**src/rtl/regfile_wb_arbiter_if.sv**
```systemverilog
// Writeback request, register-file write and decode hazard signals shared by the
// writeback arbiter and its neighbours.
interface regfile_wb_arbiter_if #(
  parameter int unsigned XLEN   = 32,
  parameter int unsigned NREG_W = 5
);
  logic [2:0]          req_valid;
  logic [2:0]          req_ready;
  logic [3*NREG_W-1:0] req_rd;
  logic [3*XLEN-1:0]   req_data;

  logic                wb_valid;
  logic [NREG_W-1:0]   wb_rd;
  logic [XLEN-1:0]     wb_data;

  logic                issue_valid;
  logic [NREG_W-1:0]   issue_rd;
  logic                issue_ready;
  logic [NREG_W-1:0]   rs1_idx;
  logic [NREG_W-1:0]   rs2_idx;
  logic                rs1_busy;
  logic                rs2_busy;

  // Arbiter side.
  modport slave (
    input  req_valid, req_rd, req_data, issue_valid, issue_rd, rs1_idx, rs2_idx,
    output req_ready, wb_valid, wb_rd, wb_data, issue_ready, rs1_busy, rs2_busy
  );

  // Execute/decode/register-file side.
  modport master (
    output req_valid, req_rd, req_data, issue_valid, issue_rd, rs1_idx, rs2_idx,
    input  req_ready, wb_valid, wb_rd, wb_data, issue_ready, rs1_busy, rs2_busy
  );
endinterface

```
**src/rtl/regfile_wb_arbiter.sv**
```systemverilog
// Round-robin arbiter sharing the register-file write port between ALU, LSU and
// MULDIV, with a registered write stage and a per-register busy scoreboard.
module regfile_wb_arbiter #(
  parameter int unsigned XLEN   = 32,
  parameter int unsigned NREG_W = 5
) (
  input logic                 clk,
  input logic                 rst,
  regfile_wb_arbiter_if.slave bus
);
  localparam int unsigned NReg = 1 << NREG_W;

  logic [1:0]        rr_ptr_q, rr_ptr_d;
  logic [2:0]        req_rot;
  logic [1:0]        gnt_off;
  logic [2:0]        gnt_sum;
  logic              gnt_vld;
  logic [1:0]        gnt_idx;
  logic [NREG_W-1:0] gnt_rd;
  logic [XLEN-1:0]   gnt_data;

  logic              wb_valid_q, wb_valid_d;
  logic [NREG_W-1:0] wb_rd_q, wb_rd_d;
  logic [XLEN-1:0]   wb_data_q, wb_data_d;

  logic [NReg-1:0]   busy_q, busy_d;
  logic              issue_ok;

  // Rotate requests so bit 0 is the source currently holding priority.
  always_comb begin
    case (rr_ptr_q)
      2'd1:    req_rot = {bus.req_valid[0], bus.req_valid[2:1]};
      2'd2:    req_rot = {bus.req_valid[1:0], bus.req_valid[2]};
      default: req_rot = bus.req_valid;
    endcase
  end

  always_comb begin
    gnt_vld = |req_rot;
    if (req_rot[0]) begin
      gnt_off = 2'd0;
    end else if (req_rot[1]) begin
      gnt_off = 2'd1;
    end else begin
      gnt_off = 2'd2;
    end
    gnt_sum = {1'b0, rr_ptr_q} + {1'b0, gnt_off};
    gnt_idx = (gnt_sum >= 3'd3) ? 2'(gnt_sum - 3'd3) : gnt_sum[1:0];
  end

  always_comb begin
    case (gnt_idx)
      2'd1: begin
        gnt_rd   = bus.req_rd[2*NREG_W-1:NREG_W];
        gnt_data = bus.req_data[2*XLEN-1:XLEN];
      end
      2'd2: begin
        gnt_rd   = bus.req_rd[3*NREG_W-1:2*NREG_W];
        gnt_data = bus.req_data[3*XLEN-1:2*XLEN];
      end
      default: begin
        gnt_rd   = bus.req_rd[NREG_W-1:0];
        gnt_data = bus.req_data[XLEN-1:0];
      end
    endcase
  end

  assign bus.req_ready = gnt_vld ? (3'b001 << gnt_idx) : 3'b000;

  always_comb begin
    rr_ptr_d   = rr_ptr_q;
    wb_valid_d = 1'b0;
    wb_rd_d    = wb_rd_q;
    wb_data_d  = wb_data_q;
    if (gnt_vld) begin
      // x0 writes are consumed but never reach the register file.
      wb_valid_d = (gnt_rd != '0);
      wb_rd_d    = gnt_rd;
      wb_data_d  = gnt_data;
      rr_ptr_d   = (gnt_idx == 2'd2) ? 2'd0 : gnt_idx + 2'd1;
    end
  end

  always_ff @(posedge clk or negedge rst) begin
    if (!rst) begin
      rr_ptr_q   <= 2'd0;
      wb_valid_q <= 1'b0;
      wb_rd_q    <= '0;
      wb_data_q  <= '0;
    end else begin
      rr_ptr_q   <= rr_ptr_d;
      wb_valid_q <= wb_valid_d;
      wb_rd_q    <= wb_rd_d;
      wb_data_q  <= wb_data_d;
    end
  end

  assign bus.wb_valid = wb_valid_q;
  assign bus.wb_rd    = wb_rd_q;
  assign bus.wb_data  = wb_data_q;

  assign issue_ok        = ~busy_q[bus.issue_rd];
  assign bus.issue_ready = issue_ok;
  assign bus.rs1_busy    = busy_q[bus.rs1_idx];
  assign bus.rs2_busy    = busy_q[bus.rs2_idx];

  // Clear lands on the same edge the register file captures the data; a same-index
  // set is applied afterwards so it wins.
  always_comb begin
    busy_d = busy_q;
    if (wb_valid_q && (wb_rd_q != '0)) begin
      busy_d[wb_rd_q] = 1'b0;
    end
    if (bus.issue_valid && issue_ok && (bus.issue_rd != '0)) begin
      busy_d[bus.issue_rd] = 1'b1;
    end
    busy_d[0] = 1'b0;
  end

  always_ff @(posedge clk or negedge rst) begin
    if (!rst) begin
      busy_q <= '0;
    end else begin
      busy_q <= busy_d;
    end
  end

`ifndef SYNTHESIS
  a_rr_ptr_legal : assert property (@(posedge clk) disable iff (!rst) rr_ptr_q != 2'd3);
  a_ready_onehot : assert property (@(posedge clk) disable iff (!rst) $onehot0(bus.req_ready));
  a_ready_valid  : assert property (@(posedge clk) disable iff (!rst)
                                    (bus.req_ready & ~bus.req_valid) == 3'b000);
  a_x0_never_busy : assert property (@(posedge clk) disable iff (!rst) !busy_q[0]);
`endif

endmodule

```
**src/flat_wrapper.sv**
```systemverilog
// flat-port wrapper written by rule: the top's interface ports become plain ports
module regfile_wb_arbiter_flat 
#(
  parameter int unsigned XLEN   = 32,
  parameter int unsigned NREG_W = 5
)
  (clk, rst, bus_req_valid, bus_req_rd, bus_req_data, bus_issue_valid, bus_issue_rd, bus_rs1_idx, bus_rs2_idx, bus_req_ready, bus_wb_valid, bus_wb_rd, bus_wb_data, bus_issue_ready, bus_rs1_busy, bus_rs2_busy);
  regfile_wb_arbiter_if #(.XLEN(XLEN), .NREG_W(NREG_W)) bus_i ();
  input logic clk;
  input logic rst;
  input wire logic [$bits(bus_i.req_valid)-1:0] bus_req_valid;
  input wire logic [$bits(bus_i.req_rd)-1:0] bus_req_rd;
  input wire logic [$bits(bus_i.req_data)-1:0] bus_req_data;
  input wire logic [$bits(bus_i.issue_valid)-1:0] bus_issue_valid;
  input wire logic [$bits(bus_i.issue_rd)-1:0] bus_issue_rd;
  input wire logic [$bits(bus_i.rs1_idx)-1:0] bus_rs1_idx;
  input wire logic [$bits(bus_i.rs2_idx)-1:0] bus_rs2_idx;
  output wire logic [$bits(bus_i.req_ready)-1:0] bus_req_ready;
  output wire logic [$bits(bus_i.wb_valid)-1:0] bus_wb_valid;
  output wire logic [$bits(bus_i.wb_rd)-1:0] bus_wb_rd;
  output wire logic [$bits(bus_i.wb_data)-1:0] bus_wb_data;
  output wire logic [$bits(bus_i.issue_ready)-1:0] bus_issue_ready;
  output wire logic [$bits(bus_i.rs1_busy)-1:0] bus_rs1_busy;
  output wire logic [$bits(bus_i.rs2_busy)-1:0] bus_rs2_busy;
  assign bus_i.req_valid = bus_req_valid;
  assign bus_i.req_rd = bus_req_rd;
  assign bus_i.req_data = bus_req_data;
  assign bus_i.issue_valid = bus_issue_valid;
  assign bus_i.issue_rd = bus_issue_rd;
  assign bus_i.rs1_idx = bus_rs1_idx;
  assign bus_i.rs2_idx = bus_rs2_idx;
  assign bus_req_ready = bus_i.req_ready;
  assign bus_wb_valid = bus_i.wb_valid;
  assign bus_wb_rd = bus_i.wb_rd;
  assign bus_wb_data = bus_i.wb_data;
  assign bus_issue_ready = bus_i.issue_ready;
  assign bus_rs1_busy = bus_i.rs1_busy;
  assign bus_rs2_busy = bus_i.rs2_busy;
  regfile_wb_arbiter #(.XLEN(XLEN), .NREG_W(NREG_W)) u_core (.clk(clk), .rst(rst), .bus(bus_i));
endmodule
```
**config.mk**
```make
export PLATFORM = sky130hd
export DESIGN_NAME = regfile_wb_arbiter_flat
export DESIGN_NICKNAME = d
export VERILOG_FILES = /design/src/rtl/regfile_wb_arbiter_if.sv /design/src/rtl/regfile_wb_arbiter.sv /design/src/flat_wrapper.sv
export SDC_FILE = /design/constraint.sdc
export NUM_CORES = 1
export LEC_CHECK = 0
export CAP_MARGIN = 20
export CORE_MARGIN = 4
export CORE_UTILIZATION = 48
export DETAILED_ROUTE_END_ITERATION = 6
export MAX_ROUTING_LAYER = met4
export PLACE_DENSITY = 0.92
export SLEW_MARGIN = 40
export SYNTH_ARGS = -nofsm -noshare
export SYNTH_HDL_FRONTEND = slang
export SYNTH_SLANG_ARGS = --single-unit
export TNS_END_PERCENT = 5
```
**constraint.sdc**
```tcl
create_clock -name clk -period 6.8 [get_ports clk]
set_input_delay 1.36 -clock clk [delete_from_list [all_inputs] [get_ports clk]]
set_output_delay 1.36 -clock clk [all_outputs]
set_load 0.01 [all_outputs]
```
==> impl_metrics.toml, run 1 <==
[critical_path]
cp.buffers_inverters = 5
worst_ep_required_time_ns = 5.44
worstPathMaxFanout = 5
worstPathArrival_ns = 5.23
r2r-start = "u_core.rr_ptr_q[0]$_DFFE_PN0P_"
setup.reg_to_reg.worst_slack_ns = 2.23
slowest_stage = "clkdlybuf4s50_1"
timing.critical_path.from = "bus_req_valid[0]"
crit_chain = "clkdlybuf4s50_1 > nand2_1 > a211oi_1 > a31oi_1 > o22ai_1 > ha_1 > inv_1 > fa_1 > inv_1 > ha_1 > nor2b_1 > nor2b_1 > o21ai_0 > ha_1 > inv_1 > nor2_1 > clkdlybuf4s50_1"
cp-start-kind = "input port"
rr_endpoint = "u_core.bus.wb_valid$_DFF_PN0_"
setup.worst_path.class = "in2out"
ff2ff_path_depth = 19
critPathTopFamily = "buffers and inverters"
crit_path_max_incr_delay_ns = 0.57
setup.worst_path.end_class = "primary output"

[yosys]
synth-main-ff-cell = "dfrtp_1"
netlist.area_leader.share_pct = 38.62
ys_warn_count = 0
netlist_top_cells_area = "dfrtp_1 39%, o21ai_0 14%, nand2_1 7.3%"
syn_inst = 515
postSynth.asyncResetShare_pct = 100.0
synthesis.area_per_instance_um2 = 8.933
netlist.top_cell.by_area = "dfrtp_1"
post_synthesis_net_count = 657
yosys_register_bits = 71
synth_sequential_area_ratio_pct = 38.62
synth-edff-count = 0
mappedNetlistArea_um2 = 4601
synth.distinct_cells = 44

[clock_tree]
cts_tree = "done"
cts_inserted_buffers = 9
cts_hold_buffers = 0
post_cts_resized = 0
post_cts.repair.setup_buffers = 0
cts.htree.levels = 3
cts.clk_slew.worst_paths_ns = 0.07
clk-insertion-delay-late_ns = 0.34
clock_sink_count = 71
ctsRootBufferMaster = "clkbuf_8"
cts-root-to-sink-buffers = 2

[floorplanning]
die_h_um = 105.9
placeableCoreArea_um2 = 9284
number_of_rows_created_at_floorplan = 35
ioPinCount = 176
floorplan.die_area_um2 = 11210
floorplan.die.width_um = 105.9
initial_utilization_pct = 49.56

[sta]
finClkSkew_ns = 0.009969
worst_pin_slew_ns = 0.6263
finalHoldViolations = 0
fin_tns_setup_ns = 0
fin_hold_ws_ns = 0.4842
final_period_minus_worst_setup_slack_ns = 6.588
timing.fmax_mhz = 151.8
setup_repair_after_global_routing_missed_its_margin = "false"
layout_worst_path_cycle_share_pct = 96.88
timing.final.max_slew_violations = 0
slew_headroom_pct = 57.80
setup_violations = 0

[route]
wl_per_cell_um = 18.76
drt_iter0_drc = 282
drt.antenna.violating_nets = 0
routed-via-count = 4721
remaining_drc_errors = 0
drt-total-wl_um = 15070
detailedRoute.firstPassIterationCount = 5
detail_route.vias_per_cell = 5.879

[min_path]
worst_hold_path.endpoint = "u_core.bus.wb_data[22]$_DFFE_PN0P_"
hold_depth = 2
min_from = "u_core.bus.wb_data[22]$_DFFE_PN0P_"
hold_path.class = "reg2reg"

[finish]
final.fill_count = 699
multiInputGateArea_um2 = 2594
fin_nets = 811
final_area_um2 = 6559
n_antenna_cell = 0
layout-drive-gt1-share_pct = 6.973
syn2layout_area_growth_pct = 42.56
regArea_um2 = 1777
stdcell_count = 803

[grt]
wire_length_of_the_first_global_routing_pass_um = 23960
pin_count_of_the_biggest_net_entering_global_routing = 72
grt_pass1_vias = 4767
grt_antenna_before_repair = 0
gr-usage-all-layers_pct = 27.63
globalRoute.totalOverflow = 0

[place]
post_dp_cell_area_um2 = 6385
gpl.final_weighted_congestion = 0.9385
portBuffers = 175
dpl.hpwl_um = 11570
post_placement_cell_count = 787

[outcome]
outcome = "complete, no violations"

[run]
max_cap_viol_count = 0
==> worst max path at each step <==
stage,slack [ns],cells past startpoint,endpoint
global placement,0.54,17,bus_req_ready[1]
CTS,0.25,17,bus_req_ready[1]
global route,0.03,18,bus_req_ready[2]
detailed placement,0.26,17,bus_req_ready[1]
finish,0.21,17,bus_req_ready[1]
floorplan,1.24,17,bus_req_ready[2]
==> kinds of logic after synthesis <==
family | share of synthesized area [%]
DFF | 38.62
AOI/OAI and AO/OA | 26.14
adders and majority gates | 2.883
and+or+nand+nor | 13.57
muxes | 13.43
buffers and inverters | 5.358
==> state kept, by name (all words and copies together) (netlist names) <==
| signal | flops |
|---|---|
| u_core.bus.wb_data | 32 |
| u_core.bus.wb_valid | 1 |
| u_core.bus.wb_rd | 5 |
| u_core.rr_ptr_q | 2 |
| u_core.busy_q | 31 |
==> stage by stage <==
stage	worst slack [ns]	utilization, %
6_report	0.2123	70.65
3_5_place_dp	0.2621	68.77
4_1_cts	0.2475	70.65
2_1_floorplan	1.237	-
5_1_grt	0.03184	70.65
3_3_place_gp	0.5369	68.79
==> layer usage <==
layer	vias to the layer above	part of all wire, %	track usage [%]
met1	2230	38	31.69
met2	249	51	47.36
li1	2207	-	-
met3	35	7.9	5.707
met4	0	2.8	11.47
met5	-	0	-
==> worst min-delay path: cells and delay by family, from the launching register on <==
kind,cells,cell delay [ns]
DFF,1,0.35
AOI/OAI and AO/OA,1,0.06
and+or+nand+nor,1,0.04
==> synthesized netlist by cell type (4+ instances only) <==
cell	n
o21ai_1	7
buf_1	5
dfrtp_1	71
nand3_1	6
nand3b_1	8
ha_1	9
clkbuf_1	22
mux4_2	6
a21oi_1	6
mux2_2	8
buf_2	5
mux2i_1	13
nor2_1	10
a211oi_1	5
a31oi_1	4
o21ai_0	132
nand2_1	90
a22oi_1	37
buf_6	4
inv_1	16
mux4_1	10
or3_1	5
==> cell usage in the layout, fill, tap and decap left out, drive strengths merged, types with 10 or more instances in the layout <==
cell / instances
a22oi: 38
dfrtp: 71
nand2: 90
mux2i: 13
o21ai: 139
mux4: 16
clkdlybuf4s50: 173
nor2: 10
inv: 16
==> area by class of cell <==
class | count | area share (%)
well taps | 129 | 2.461
clock buffers | 9 | 1.889
repair buffers | 180 | 27.22
inverters | 18 | 1.030
multi-input cells | 389 | 39.55
clock inverters | 7 | 0.7631
flip-flops and latches | 71 | 27.09
Power of run 1 is not shown: default switching activity piles up to over one toggle a cycle in this logic, so the estimate is an artifact.
==> run 2, diff against run 1 <==
--- a/config.mk
+++ b/config.mk
@@ -9,6 +9,7 @@
 export CORE_MARGIN = 4
 export CORE_UTILIZATION = 48
 export DETAILED_ROUTE_END_ITERATION = 6
+export GPL_TIMING_DRIVEN = 1
 export MAX_ROUTING_LAYER = met4
 export PLACE_DENSITY = 0.92
 export SLEW_MARGIN = 40
==> results of run 2 <==
No change in the layout: final DEF, timing and power equal those of run 1.
Power of run 2 is left out for the same reason.
==> run 3, diff against run 2 <==
--- a/config.mk
+++ b/config.mk
@@ -9,7 +9,7 @@
 export CORE_MARGIN = 4
 export CORE_UTILIZATION = 48
 export DETAILED_ROUTE_END_ITERATION = 6
-export GPL_TIMING_DRIVEN = 1
+export GPL_TIMING_DRIVEN = 0
 export MAX_ROUTING_LAYER = met4
 export PLACE_DENSITY = 0.92
 export SLEW_MARGIN = 40
==> run 3 against run 2 <==
- the flow now finishes with violations (design-rule violations)
- hold slack worse by 0.0029 ns
- clock skew is 0.00066 ns lower
- non-clock buffer count grew 25
- final area up 1.8%
- via count grew 5.9%
- highest routed layer unchanged
==> impl_metrics.toml, run 3 (same netlist as run 1, synthesis figures left out) <==
[outcome]
failed_checks = "design-rule violations"
outcome = "finished with violations"

[run]
max_cap_viol_count = 0

[place]
gpl.final_weighted_congestion = 0.9194
post_placement_cell_count = 815
post_dp_cell_area_um2 = 6486
dpl.hpwl_um = 12690
portBuffers = 170

[grt]
wire_length_of_the_first_global_routing_pass_um = 25590
globalRoute.totalOverflow = 0
grt_antenna_before_repair = 0
pin_count_of_the_biggest_net_entering_global_routing = 39
grt_pass1_vias = 5240
gr-usage-all-layers_pct = 29.77

[sta]
worst_pin_slew_ns = 0.6234
fin_tns_setup_ns = 0
finalHoldViolations = 0
timing.final.max_slew_violations = 0
finClkSkew_ns = 0.009311
layout_worst_path_cycle_share_pct = 96.39
timing.fmax_mhz = 152.6
final_period_minus_worst_setup_slack_ns = 6.554
slew_headroom_pct = 58.44
setup_violations = 0

[critical_path]
worst_ep_required_time_ns = 5.44
setup.worst_path.end_class = "primary output"
cp.buffers_inverters = 6
worstPathArrival_ns = 5.19
crit_path_max_incr_delay_ns = 0.56
worstPathMaxFanout = 20
slowest_stage = "clkdlybuf4s50_1"
cp-start-kind = "input port"
crit_chain = "clkdlybuf4s50_1 > nand2_1 > a211oi_1 > a31oi_1 > o22ai_1 > ha_1 > inv_1 > fa_1 > inv_1 > ha_1 > nor2b_2 > nand3_1 > o21a_1 > inv_1 > ha_2 > inv_1 > nor2_1 > clkdlybuf4s50_1"
critPathTopFamily = "buffers and inverters"
setup.worst_path.class = "in2out"
cp_common_cell = "inv_1"

[route]
routed-via-count = 4998
remaining_drc_errors = 3
wl_per_cell_um = 19.81
drt.antenna.violating_nets = 0
detailedRoute.firstPassIterationCount = 7
drt-total-wl_um = 16390
drt_iter0_drc = 338
detail_route.vias_per_cell = 6.044

[finish]
stdcell_count = 827
n_antenna_cell = 0
final_area_um2 = 6675
largest_register_ff_count = 32
fin_nets = 836
layout.cells.most_common_list = "169 x clkdlybuf4s50_1, 131 x o21ai_0, 90 x nand2_1, 71 x dfrtp_1, 37 x a22oi_1"
syn2layout_area_growth_pct = 45.09
layout.core_utilization_pct = 71.90
layout-drive-gt1-share_pct = 7.450
mostFrequentLayoutCell = "clkdlybuf4s50_1"

[clock_tree]
clock_sink_count = 71
cts_tree = "done"
ctsRootBufferMaster = "clkbuf_8"
cts-root-to-sink-buffers = 2
cts.htree.levels = 3
cts.clk_slew.worst_paths_ns = 0.07
cts_inserted_buffers = 9
clk-insertion-delay-late_ns = 0.35

[floorplanning]
floorplan.die.width_um = 105.9
number_of_rows_created_at_floorplan = 35
die_h_um = 105.9
floorplan.die_area_um2 = 11210
placeableCoreArea_um2 = 9284
ioPinCount = 176
initial_utilization_pct = 49.56

[min_path]
hold_path.class = "reg2reg"
==> run 3: layer usage <==
metal	wire [um]	part of all wire [%]	global-route usage (%)
met1	5796	35	30.87
met5	0	0	-
met3	1354	8.3	6.557
met2	8300	51	51.82
met4	935	5.7	17.76
==> run 3: final cells by class <==
cell class                 instances  area, um^2
inverter                          18       67.56
multi-input combinational        389        2600
clock inverter                     4       47.55
tap                              129       161.4
clock buffer                      11       131.4
buffer                            34       171.4
timing repair buffer             171        1719
sequential                        71        1777
fill                             685        2609
==> run 3: path summary, 6_finish.rpt <==
kind                                                         from                                end  slack [ns]  cells after the start
worst max-delay path                             bus_req_valid[0]                   bus_req_ready[1]        0.25                     18
worst min-delay path            u_core.bus.wb_data[5]$_DFFE_PN0P_  u_core.bus.wb_data[5]$_DFFE_PN0P_        0.48                      2
worst max register to register     u_core.rr_ptr_q[0]$_DFFE_PN0P_  u_core.bus.wb_data[1]$_DFFE_PN0P_        2.22                     20
worst min register to register  u_core.bus.wb_data[5]$_DFFE_PN0P_  u_core.bus.wb_data[5]$_DFFE_PN0P_        0.48                      2
max in group asynchronous                                     rst    u_core.bus.wb_rd[1]$_DFFE_PN0P_        5.27                      2
min in group asynchronous                                     rst         u_core.busy_q[2]$_DFF_PN0_        0.97                      1
==> run 3: timing repair <==
item	in CTS	in global routing
gates resized for setup	5	4
setup endpoints to repair	2	2
hold endpoints to repair	0	0
hold buffers	0	0
setup buffers	0	0
==> run 3: through the flow <==
| step | hold slack (ns) | setup WS [ns] |
|---|---|---|
| 2_1_floorplan | 0.4780 | 1.237 |
| 6_report | 0.4814 | 0.2456 |
| 4_1_cts | 0.4847 | 0.09020 |
| 3_3_place_gp | 0.4643 | -0.1592 |
| 3_5_place_dp | 0.4698 | -0.3695 |
| 5_1_grt | 0.5179 | -0.01256 |
==> run 3: worst reg2reg max path, cell delays in order, from the launching register on <==
cell and delay [ns]:
dfrtp_1 0.42, inv_1 0.08, ha_1 0.25, nand2_1 0.08, a211oi_1 0.18, a31oi_1 0.07
o22ai_1 0.16, ha_1 0.16, inv_1 0.04, fa_1 0.53, inv_1 0.06, ha_1 0.18
nor2b_2 0.18, nor2b_1 0.17, o21ai_1 0.15, ha_1 0.33, clkbuf_1 0.32, buf_2 0.31
buf_1 0.42, o21ai_0 0.18, o21ai_0 0.20
Power of run 3 is left out for the same reason.
